[src/rtl/maq_pkg.sv]
// Shared types and BCD hour arithmetic for the clock stages.
package maq_pkg;

    localparam int unsigned UNI_W = 4;
    localparam int unsigned DEZ_W = 2;

    typedef struct packed {
        logic [UNI_W-1:0] uni;
        logic [DEZ_W-1:0] dez;
    } hora_t;

    // Binary value of a BCD tens/units pair.
    function automatic int unsigned bcd_val(input logic [UNI_W-1:0] uni,
                                            input logic [DEZ_W-1:0] dez);
        return 32'(dez) * 32'd10 + 32'(uni);
    endfunction

    // Increment, wrapping max -> 00.
    function automatic hora_t bcd_inc(input logic [UNI_W-1:0] uni,
                                      input logic [DEZ_W-1:0] dez,
                                      input int unsigned      max);
        hora_t r;
        if (bcd_val(uni, dez) == max) begin
            r.uni = '0;
            r.dez = '0;
        end else if (uni == 4'd9) begin
            r.uni = '0;
            r.dez = dez + 2'd1;
        end else begin
            r.uni = uni + 4'd1;
            r.dez = dez;
        end
        return r;
    endfunction

    // Decrement, wrapping 00 -> max.
    function automatic hora_t bcd_dec(input logic [UNI_W-1:0] uni,
                                      input logic [DEZ_W-1:0] dez,
                                      input int unsigned      max);
        hora_t r;
        if (bcd_val(uni, dez) == 0) begin
            r.uni = 4'(max % 32'd10);
            r.dez = 2'(max / 32'd10);
        end else if (uni == 4'd0) begin
            r.uni = 4'd9;
            r.dez = dez - 2'd1;
        end else begin
            r.uni = uni - 4'd1;
            r.dez = dez;
        end
        return r;
    endfunction

endpackage

[src/rtl/maq_h_btn_edge.sv]
// Button synchroniser plus rising-edge detector: one pulse per press.
module btn_edge #(
    parameter int unsigned SYNC_STAGES = 2
) (
    input  logic clock,
    input  logic reset,
    input  logic raw,
    output logic pulse
);

    logic [SYNC_STAGES-1:0] sync_q;
    logic [SYNC_STAGES-1:0] fill_q;
    logic                   prev_q;
    logic                   s;

    assign s     = sync_q[SYNC_STAGES-1];
    assign pulse = s & ~prev_q;

    // Synchroniser shift, plus a fill marker so prev stays 1 until the chain
    // holds post-reset samples; a button held through reset then never pulses.
    always_ff @(posedge clock) begin
        if (reset) begin
            sync_q <= '0;
            fill_q <= '0;
            prev_q <= 1'b1;
        end else begin
            sync_q <= {sync_q[SYNC_STAGES-2:0], raw};
            fill_q <= {fill_q[SYNC_STAGES-2:0], 1'b1};
            prev_q <= fill_q[SYNC_STAGES-1] ? s : 1'b1;
        end
    end

endmodule

[src/rtl/maq_h.sv]
// Hours stage: BCD hour counter with minutes carry, day carry and manual set.
module maq_h
    import maq_pkg::*;
#(
    parameter int unsigned HOURS_MAX   = 23,
    parameter int unsigned SYNC_STAGES = 2
) (
    input  logic             maqh_clock,
    input  logic             maqh_reset,
    input  logic             maqh_enable,
    input  logic             maqh_add_hor,
    input  logic             maqh_set_mode,
    input  logic             maqh_btn_up,
    input  logic             maqh_btn_down,
    output logic [UNI_W-1:0] maqh_uni,
    output logic [DEZ_W-1:0] maqh_dez,
    output logic             maqh_add_dia
);

    hora_t hora_q;
    hora_t hora_d;
    logic  up_pulse;
    logic  down_pulse;
    logic  at_max;
    logic  count_ev;

    btn_edge #(
        .SYNC_STAGES(SYNC_STAGES)
    ) u_btn_up (
        .clock(maqh_clock),
        .reset(maqh_reset),
        .raw  (maqh_btn_up),
        .pulse(up_pulse)
    );

    btn_edge #(
        .SYNC_STAGES(SYNC_STAGES)
    ) u_btn_down (
        .clock(maqh_clock),
        .reset(maqh_reset),
        .raw  (maqh_btn_down),
        .pulse(down_pulse)
    );

    assign at_max       = (bcd_val(hora_q.uni, hora_q.dez) == HOURS_MAX);
    assign count_ev     = maqh_enable & ~maqh_set_mode & maqh_add_hor;
    // Adjust wraps go through hora_d only, so they never raise the day carry.
    assign maqh_add_dia = count_ev & at_max & ~maqh_reset;

    // Next hour: carry in run mode, single-step buttons in set mode.
    always_comb begin
        hora_d = hora_q;
        if (maqh_enable) begin
            if (!maqh_set_mode) begin
                if (maqh_add_hor) begin
                    hora_d = bcd_inc(hora_q.uni, hora_q.dez, HOURS_MAX);
                end
            end else if (up_pulse && !down_pulse) begin
                hora_d = bcd_inc(hora_q.uni, hora_q.dez, HOURS_MAX);
            end else if (down_pulse && !up_pulse) begin
                hora_d = bcd_dec(hora_q.uni, hora_q.dez, HOURS_MAX);
            end
        end
    end

    // Hour register; reset wins over any same-edge event.
    always_ff @(posedge maqh_clock) begin
        if (maqh_reset) begin
            hora_q <= '0;
        end else begin
            hora_q <= hora_d;
        end
    end

    assign maqh_uni = hora_q.uni;
    assign maqh_dez = hora_q.dez;

endmodule

[config.mk]
export PLATFORM = sky130hd
export DESIGN_NAME = maq_h
export DESIGN_NICKNAME = d
export VERILOG_FILES = /design/src/rtl/maq_pkg.sv /design/src/rtl/maq_h_btn_edge.sv /design/src/rtl/maq_h.sv
export SDC_FILE = /design/constraint.sdc
export NUM_CORES = 1
export LEC_CHECK = 0
export ABC_AREA = 1
export CORE_MARGIN = 3
export CORE_UTILIZATION = 53
export DETAILED_ROUTE_END_ITERATION = 10
export GPL_TIMING_DRIVEN = 0
export PLACE_DENSITY = 0.85
export SLEW_MARGIN = 20
export SYNTH_ARGS = -nofsm -noshare
export SYNTH_HDL_FRONTEND = slang
export SYNTH_SLANG_ARGS = --single-unit
[constraint.sdc]
create_clock -name maqh_clock -period 2.35 [get_ports maqh_clock]
set_input_delay 0.705 -clock maqh_clock [delete_from_list [all_inputs] [get_ports maqh_clock]]
set_output_delay 0.705 -clock maqh_clock [all_outputs]
set_load 0.02 [all_outputs]
* Word-level counts from Yosys, hierarchy flattened
Cells that the tools add are included.
** Cells by class
- $add $sub $neg :: 5
- $mul :: 1
- Equality and inequality tests :: 4
- Mux-type cells :: 10
- Bitwise logic cells :: 12
- Reductions and logical operators :: 11
** Operator list (count)
- $mux W6 :: 8
- $eq A32 B5 Y1 const B :: 1
- $logic_not A32 Y1 :: 1
- $add A6 B4 Y7 :: 1
- $and A1 B1 Y1 :: 6
- $not A1 Y1 :: 6
- $mul A2 B3 Y5 const B :: 1
- $add A4 B1 Y4 const B :: 1
- $eq A4 B4 Y1 const B :: 1
- $logic_not A4 Y1 :: 1
- $ne A4 B1 Y1 const B :: 1
- $reduce_and A4 Y1 :: 1
- $reduce_or A2 Y1 :: 2
- $sub A4 B1 Y4 const B :: 1
- $ne A3 B1 Y1 const B :: 1
- $reduce_and A3 Y1 :: 1
- $add A2 B1 Y2 const B :: 1
- $logic_and A1 B1 Y1 :: 2
- $logic_not A1 Y1 :: 2
- $mux W1 :: 2
- $reduce_bool A2 Y1 :: 1
- $sub A2 B1 Y2 const B :: 1
** Word-level totals
- Register bits :: 16
- Input port bits :: 7
- Logic and storage cells :: 53

* Logic depth before layout (Yosys ltp)
Gate-level depths: netlist (run 1).
- Depth after elaboration :: 7
- Depth in mapped cells :: 13

* Modules after synthesis
A second synthesis (run 1) with hierarchy kept.
** Second synthesis, totals
- Cell total of the unflattened synthesis :: 154
- Area, all modules :: 1037.2 um^2
** Modules (own cells, without submodules)
- maq_h :: instances 1, cells each 122, area each 754.5 um^2, seq. area each 120.1 um^2
- btn_edge :: instances 2, cells each 16, area each 141.4 um^2, seq. area each 100.1 um^2

* Worst setup path after synthesis (run 1)
No wires, ideal clock.
- Path type :: reg2out
- Start :: register hora_q (netlist bit maqh_dez[0])
- End :: output port maqh_add_dia
- Data arrival time :: 2.005 ns
- Data required time :: 1.645 ns
- Path slack :: -0.360 ns
- Stages on the path, launching flop included :: 9
- Path through :: dfxtp_1 > ha_1 > fa_1 > nand2_1 > nor2_1 > nand2_1 > nor2_2 > nand3_2 > nor3_1
** On the way
- Word-level cells in the longest chain between the ends :: 5
** Ends and longest elaborated chain
- start, declared :: line maq_h.sv:20 : hora_t hora_q;
- start signal, assigned :: line maq_h.sv:71 : hora_q <= hora_d;
- $mul A2 B3 Y5 :: line maq_pkg.sv:15 : return 32'(dez) * 32'd10 + 32'(uni);
- $add A6 B4 Y7 :: line maq_pkg.sv:15
- $eq A32 B5 Y1 :: line maq_h.sv:45 : assign at_max = (bcd_val(hora_q.uni, hora_q.dez) == HOURS_MAX);
- $and A1 B1 Y1 (2 in a row) :: line maq_h.sv:48 : assign maqh_add_dia = count_ev & at_max & ~maqh_reset;
- end, declared :: line maq_h.sv:17 : output logic maqh_add_dia
Every way passes these cells.

* Worst setup path in the final report (run 1)
Same ends and word-level chain as after synthesis.

==> results_dict.tcl, run 1 <==
set metrics [dict create \
    setup_viol 1 \
    seq_area_um2 289 \
    worst_pin_slew_ns 0.458 \
    grt_overflow 0 \
    mostFrequentLayoutCells "32 x nand2_1, 19 x nor2_1, 16 x inv_1" \
    hold_class "register to register" \
    slew_violations 0 \
    synthDominantCellAreaShare_pct 28.2 \
    drt-vias-per-instance 5.06 \
    wirelength_um 2270 \
    drc 0 \
    placed_cells 178 \
    drive_gt1_share_pct 23.0 \
    final_common_cell "nand2_1" \
    yosys.area.top_type "dfxtp_1" \
    port_buffers 12 \
    synthFlopType "dfxtp_1" \
    ir_drop_mv 0.369 \
    die-area_um2 2430 \
    arrival_ns 1.99 \
    cts_max_level 1 \
    critical_path_class "register to primary output" \
    coreArea_um2 1750 \
    hold_viol 0 \
    status "finished, violations left" \
    syn_nets 155 \
    ys_ff_latch 14 \
    multiInputGateArea_um2 654 \
    cts_tree "done" \
    fillers 145 \
    yosysWarnings 0 \
    period_share_pct 115 \
    diodes 0 \
    path_max_fanout 2 \
    drt-initial-drc-count 14 \
    reg2reg_setup_slack_ns 0.19 \
    worst_setup_path_end_kind "primary output" \
    clock_sinks 14 \
    finalWorstSetupSlack_ns -0.345 \
    ant_nets 0 \
    power_density_nw_per_um2 513 \
    finClkSkew_ns 0.00486 \
    timing.fmax_mhz 371 \
    finalPower_mw 0.642 \
    area_growth_pct 26.1 \
    numCtsBuffers 3 \
    dp_hpwl_um 1610 \
    start_util_pct 56.8 \
    netlist_area_um2 992 \
    crit_required_ns 1.64 \
    route.met3.wl_um 81 \
    wl_per_cell_um 12.2 \
    antenna_found_initial 0 \
    synth_enable_flop_cells 0 \
    routed-via-count 942 \
    grt_max_degree 10 \
    pin_count 14 \
    grt_usage_pct 21.2 \
    synthArstFlopShare_pct 0 \
    violations "setup timing" \
    setup_total_negative_slack_ns -0.345 \
    drv_cap 0 \
    firstDrtPassIters 4 \
    path_clk_slew_ns 0.09 \
    grt_pass1_vias 887 \
    fp.dieW_um 49.3 \
    wl_met2_um 1180 \
    synth.yosys.seq_area_share_pct 28.2 \
    rows 15 \
    clock_latency_ns 0.28 \
    stdcell_count 186 \
    grt_pass1_wl_um 4000 \
    synth.distinct_cells 30 \
    wl_met1_um 1010 \
    gp_congestion 0.830 \
    leakage_nw 0.588 \
    die_h_um 49.3 \
    fin_nets 176 \
    cts_hold_buf 0 \
    root_buffer "clkbuf_4" \
    rsz0062_at_grt "yes" \
    syn_avg_cell_area_um2 7.04 \
    period_needed_ns 2.70 \
    top_layer_used "met3" \
    max-slew-margin-rel_pct 69.4 \
    clockBufferDepth 2 \
    synth_area_leaders "dfxtp_1 28%, nand2_1 12%, ha_1 7.6%" \
    cp-start-kind "register" \
    syn_inst 141 \
]
cells by family after synthesis:
family / count (synthesis) / synth area share (%)
adder cells (fa/ha/maj): 7 / 9.58
AO/OA/AOI/OAI: 12 / 9.21
AND/OR/NAND/NOR: 80 / 39.6
XOR/XNOR: 5 / 4.41
flip-flops: 14 / 28.2
buffers and inverters: 23 / 8.95
report_power, final:
group | switching (mW) | total (mW) | leakage (nW) | internal (mW)
Clock | 0.0766 | 0.171 | 0.0210 | 0.0942
Sequential | 0.0187 | 0.270 | 0.117 | 0.251
Combinational | 0.119 | 0.201 | 0.449 | 0.0823
Total | 0.214 | 0.642 | 0.588 | 0.428
final cells by class:
cell class	instances	share of cell area (%)
flip-flops and latches	14	23.1
multi-input cells	104	52.3
repair buffers	16	12.1
plain buffers	1	0.300
clock buffers	4	2.90
inverters	22	6.80
well taps	25	2.50
state kept, by name, indices dropped and copies added (netlist names):
signal,flops
u_btn_down.fill_q,1
maqh_uni,4
u_btn_down.prev_q,1
u_btn_up.sync_q,2
u_btn_up.prev_q,1
maqh_dez,2
u_btn_up.fill_q,1
u_btn_down.sync_q,2
cell usage after synthesis (3+ instances only):
cell / number
xor2_1: 4
o21ai_0: 3
nand2_1: 32
ha_1: 6
nor3_1: 3
nor2_1: 19
nor2_2: 3
nand3_2: 4
nand3_1: 10
dfxtp_1: 14
inv_2: 5
inv_1: 16
repair_timing:
| item | CTS | global route |
|---|---|---|
| endpoints found under the setup margin | 1 | 1 |
| resized for setup | 7 | 1 |
| pin swaps | 2 | 1 |
| buffers inserted | 4 | 0 |
routing by layer:
layer | up-vias | track usage (%)
li1 | 486 | -
met2 | 20 | 36.2
met1 | 436 | 27.0
met4 | 0 | 2.84
met5 | - | 0
met3 | 0 | 5.81
critical path, cell delays in order, from the launching register on:
cell and delay, ns:
dfxtp_4 0.37, ha_4 0.16, fa_1 0.50, nand2_1 0.05, nor2_1 0.08, nand2_1 0.07
nor2_2 0.13, nand3_4 0.10, nor3_4 0.12, buf_6 0.14
final timing paths:
| kind | cells past startpoint | end | start |
|---|---|---|---|
| min reg2reg | 2 | u_btn_down.sync_q[1] | u_btn_down.sync_q[0] |
| max | 9 | maqh_add_dia | maqh_dez[0] |
| min | 2 | u_btn_down.sync_q[1] | u_btn_down.sync_q[0] |
| max reg2reg | 13 | maqh_uni[1] | maqh_dez[0] |
stage by stage:
stage | utilization, % | hold slack, ns | cell area [um^2] | setup slack (ns)
final | 71.7 | 0.399 | 1250 | -0.345
after global placement | 67.3 | 0.389 | 1170 | -0.627
after CTS | 71.6 | 0.404 | 1250 | -0.386
after detailed placement | 67.3 | 0.395 | 1170 | -0.655
after floorplan | - | 0.388 | 1020 | -0.0571
after global routing | 71.7 | 0.429 | 1250 | -0.448
Note: power is estimated with default switching activity, not from simulation.
==> inputs of run 2 (changes only) <==
SLEW_MARGIN = 15   (was 20)
==> results of run 2 <==
No change in the layout: final DEF, timing and power equal those of run 1.
==> inputs of run 3 (changes only) <==
CORE_MARGIN = default   (was 3)
==> results_dict.tcl, run 3 (synthesized netlist as in run 1, its figures left out) <==
set metrics [dict create \
    numCtsBuffers 3 \
    hold_class "register to register" \
    fp.dieW_um 45.3 \
    ir_drop_mv 0.434 \
    mostFrequentLayoutCells "32 x nand2_1, 19 x nor2_1, 16 x inv_1" \
    setup_viol 1 \
    path_clk_slew_ns 0.09 \
    critical_path_class "register to primary output" \
    critPathMaxStageDelay_ns 0.50 \
    drc 0 \
    dpl_cell_area_um2 1170 \
    slew_violations 0 \
    fin_nets 175 \
    area_growth_pct 25.3 \
    root_buffer "clkbuf_4" \
    start_util_pct 56.8 \
    routed-via-count 937 \
    grt_pass1_wl_um 3600 \
    preCtsSetupSlack_ns -0.681 \
    rows 15 \
    coreArea_um2 1750 \
    wl_per_cell_um 11.8 \
    drt-initial-drc-count 20 \
    violations "setup timing" \
    grt_pass1_vias 876 \
    clock_latency_ns 0.28 \
    arrival_ns 2.05 \
    wirelength_um 2180 \
    fin_area_um2 1240 \
    drv_cap 0 \
    grt_overflow 0 \
    clock_sinks 14 \
    cp_cell_sequence "ha_4 -> fa_1 -> nand2_1 -> nor2_1 -> nand2_1 -> nor2_2 -> nand3_4 -> nor3_4 -> buf_6" \
    period_share_pct 117 \
    period_needed_ns 2.75 \
    crit_required_ns 1.64 \
    worst_pin_slew_ns 0.507 \
    gp_congestion 0.824 \
    finalWorstSetupSlack_ns -0.401 \
    die_h_um 45.3 \
    firstDrtPassIters 4 \
    cp-start-kind "register" \
    finalPower_mw 0.641 \
    cts_hold_buf 0 \
    placed_cells 178 \
    path_max_fanout 2 \
    worst_setup_path_end_kind "primary output" \
    crit_top_cell "nand2_1" \
    power_density_nw_per_um2 516 \
    dp_hpwl_um 1640 \
    pin_count 14 \
    rsz0062_at_grt "yes" \
    status "finished, violations left" \
    antenna_found_initial 0 \
    clockBufferDepth 2 \
    final_common_cell "nand2_1" \
    ant_nets 0 \
    stdcell_count 185 \
    slowest_stage "fa_1" \
    port_buffers 12 \
    die-area_um2 2050 \
    leakage_nw 0.584 \
    drive_gt1_share_pct 22.5 \
    hold_viol 0 \
    max-slew-margin-rel_pct 66.2 \
    cts_max_level 1 \
    finClkSkew_ns 0.00481 \
    diodes 0 \
    grt_max_degree 10 \
    timing.fmax_mhz 364 \
    grt_usage_pct 24.2 \
    drt-vias-per-instance 5.06 \
    largest_reg_flops 4 \
    cts_tree "done" \
]
[run 3: changes by cell type in the layout (fill, tap and decap cells not counted), sizes merged]
cell	delta
buf	-1
[run 3: final timing paths]
| kind | startpoint | to | slack, ns | cells past startpoint |
|---|---|---|---|---|
| setup / recovery | maqh_uni[1] | maqh_add_dia | -0.40 | 9 |
| hold / removal | u_btn_up.sync_q[0] | u_btn_up.sync_q[1] | 0.40 | 2 |
| hold reg to reg | u_btn_up.sync_q[0] | u_btn_up.sync_q[1] | 0.40 | 2 |
| setup reg to reg | maqh_uni[1] | maqh_dez[0] | 0.30 | 12 |
[run 3: timing repair]
item	4_1_cts	5_1_grt
pin swaps	2	1
hold endpoints to repair	0	0
setup endpoints to repair	1	1
resized for setup	7	1
setup buffers	3	0
[run 3: stage by stage]
step	hold WS (ns)	setup TNS (ns)	utilization, %
final	0.399	-0.401	71.3
after global routing	0.414	-0.524	71.3
after CTS	0.401	-0.443	71.2
after detailed placement	0.392	-0.681	67.3
after global placement	0.391	-0.653	67.3
after floorplan	0.388	-0.0571	-
[run 3: area by class of cell]
class,count,area (um^2)
multi-input cells,104,654
fillers,139,502
flip-flops and latches,14,289
repair buffers,15,144
inverters,22,85.1
clock buffers,4,36.3
well taps,25,31.3
plain buffers,1,3.75
[run 3: worst max-delay path: cells and delay by family (launching register included)]
family,cells,cell delay [ns]
AND/OR/NAND/NOR,6,0.60
flip-flops,1,0.36
adder cells (fa/ha/maj),2,0.66
buffers and inverters,1,0.14
[run 3: routing by layer]
metal  up-vias  GRT usage [%]  wire length [um]
li1        481              -                 -
met1       431           28.5               930
met2        23           42.0              1110
met3         2           6.80               103
met4         0           7.88                32
met5         -              0                 0
[run 3: power breakdown]
| part | total [mW] | internal [mW] | switching (mW) |
|---|---|---|---|
| logic | 0.199 | 0.0818 | 0.117 |
| clock network | 0.173 | 0.0943 | 0.0786 |
| registers | 0.269 | 0.251 | 0.0179 |
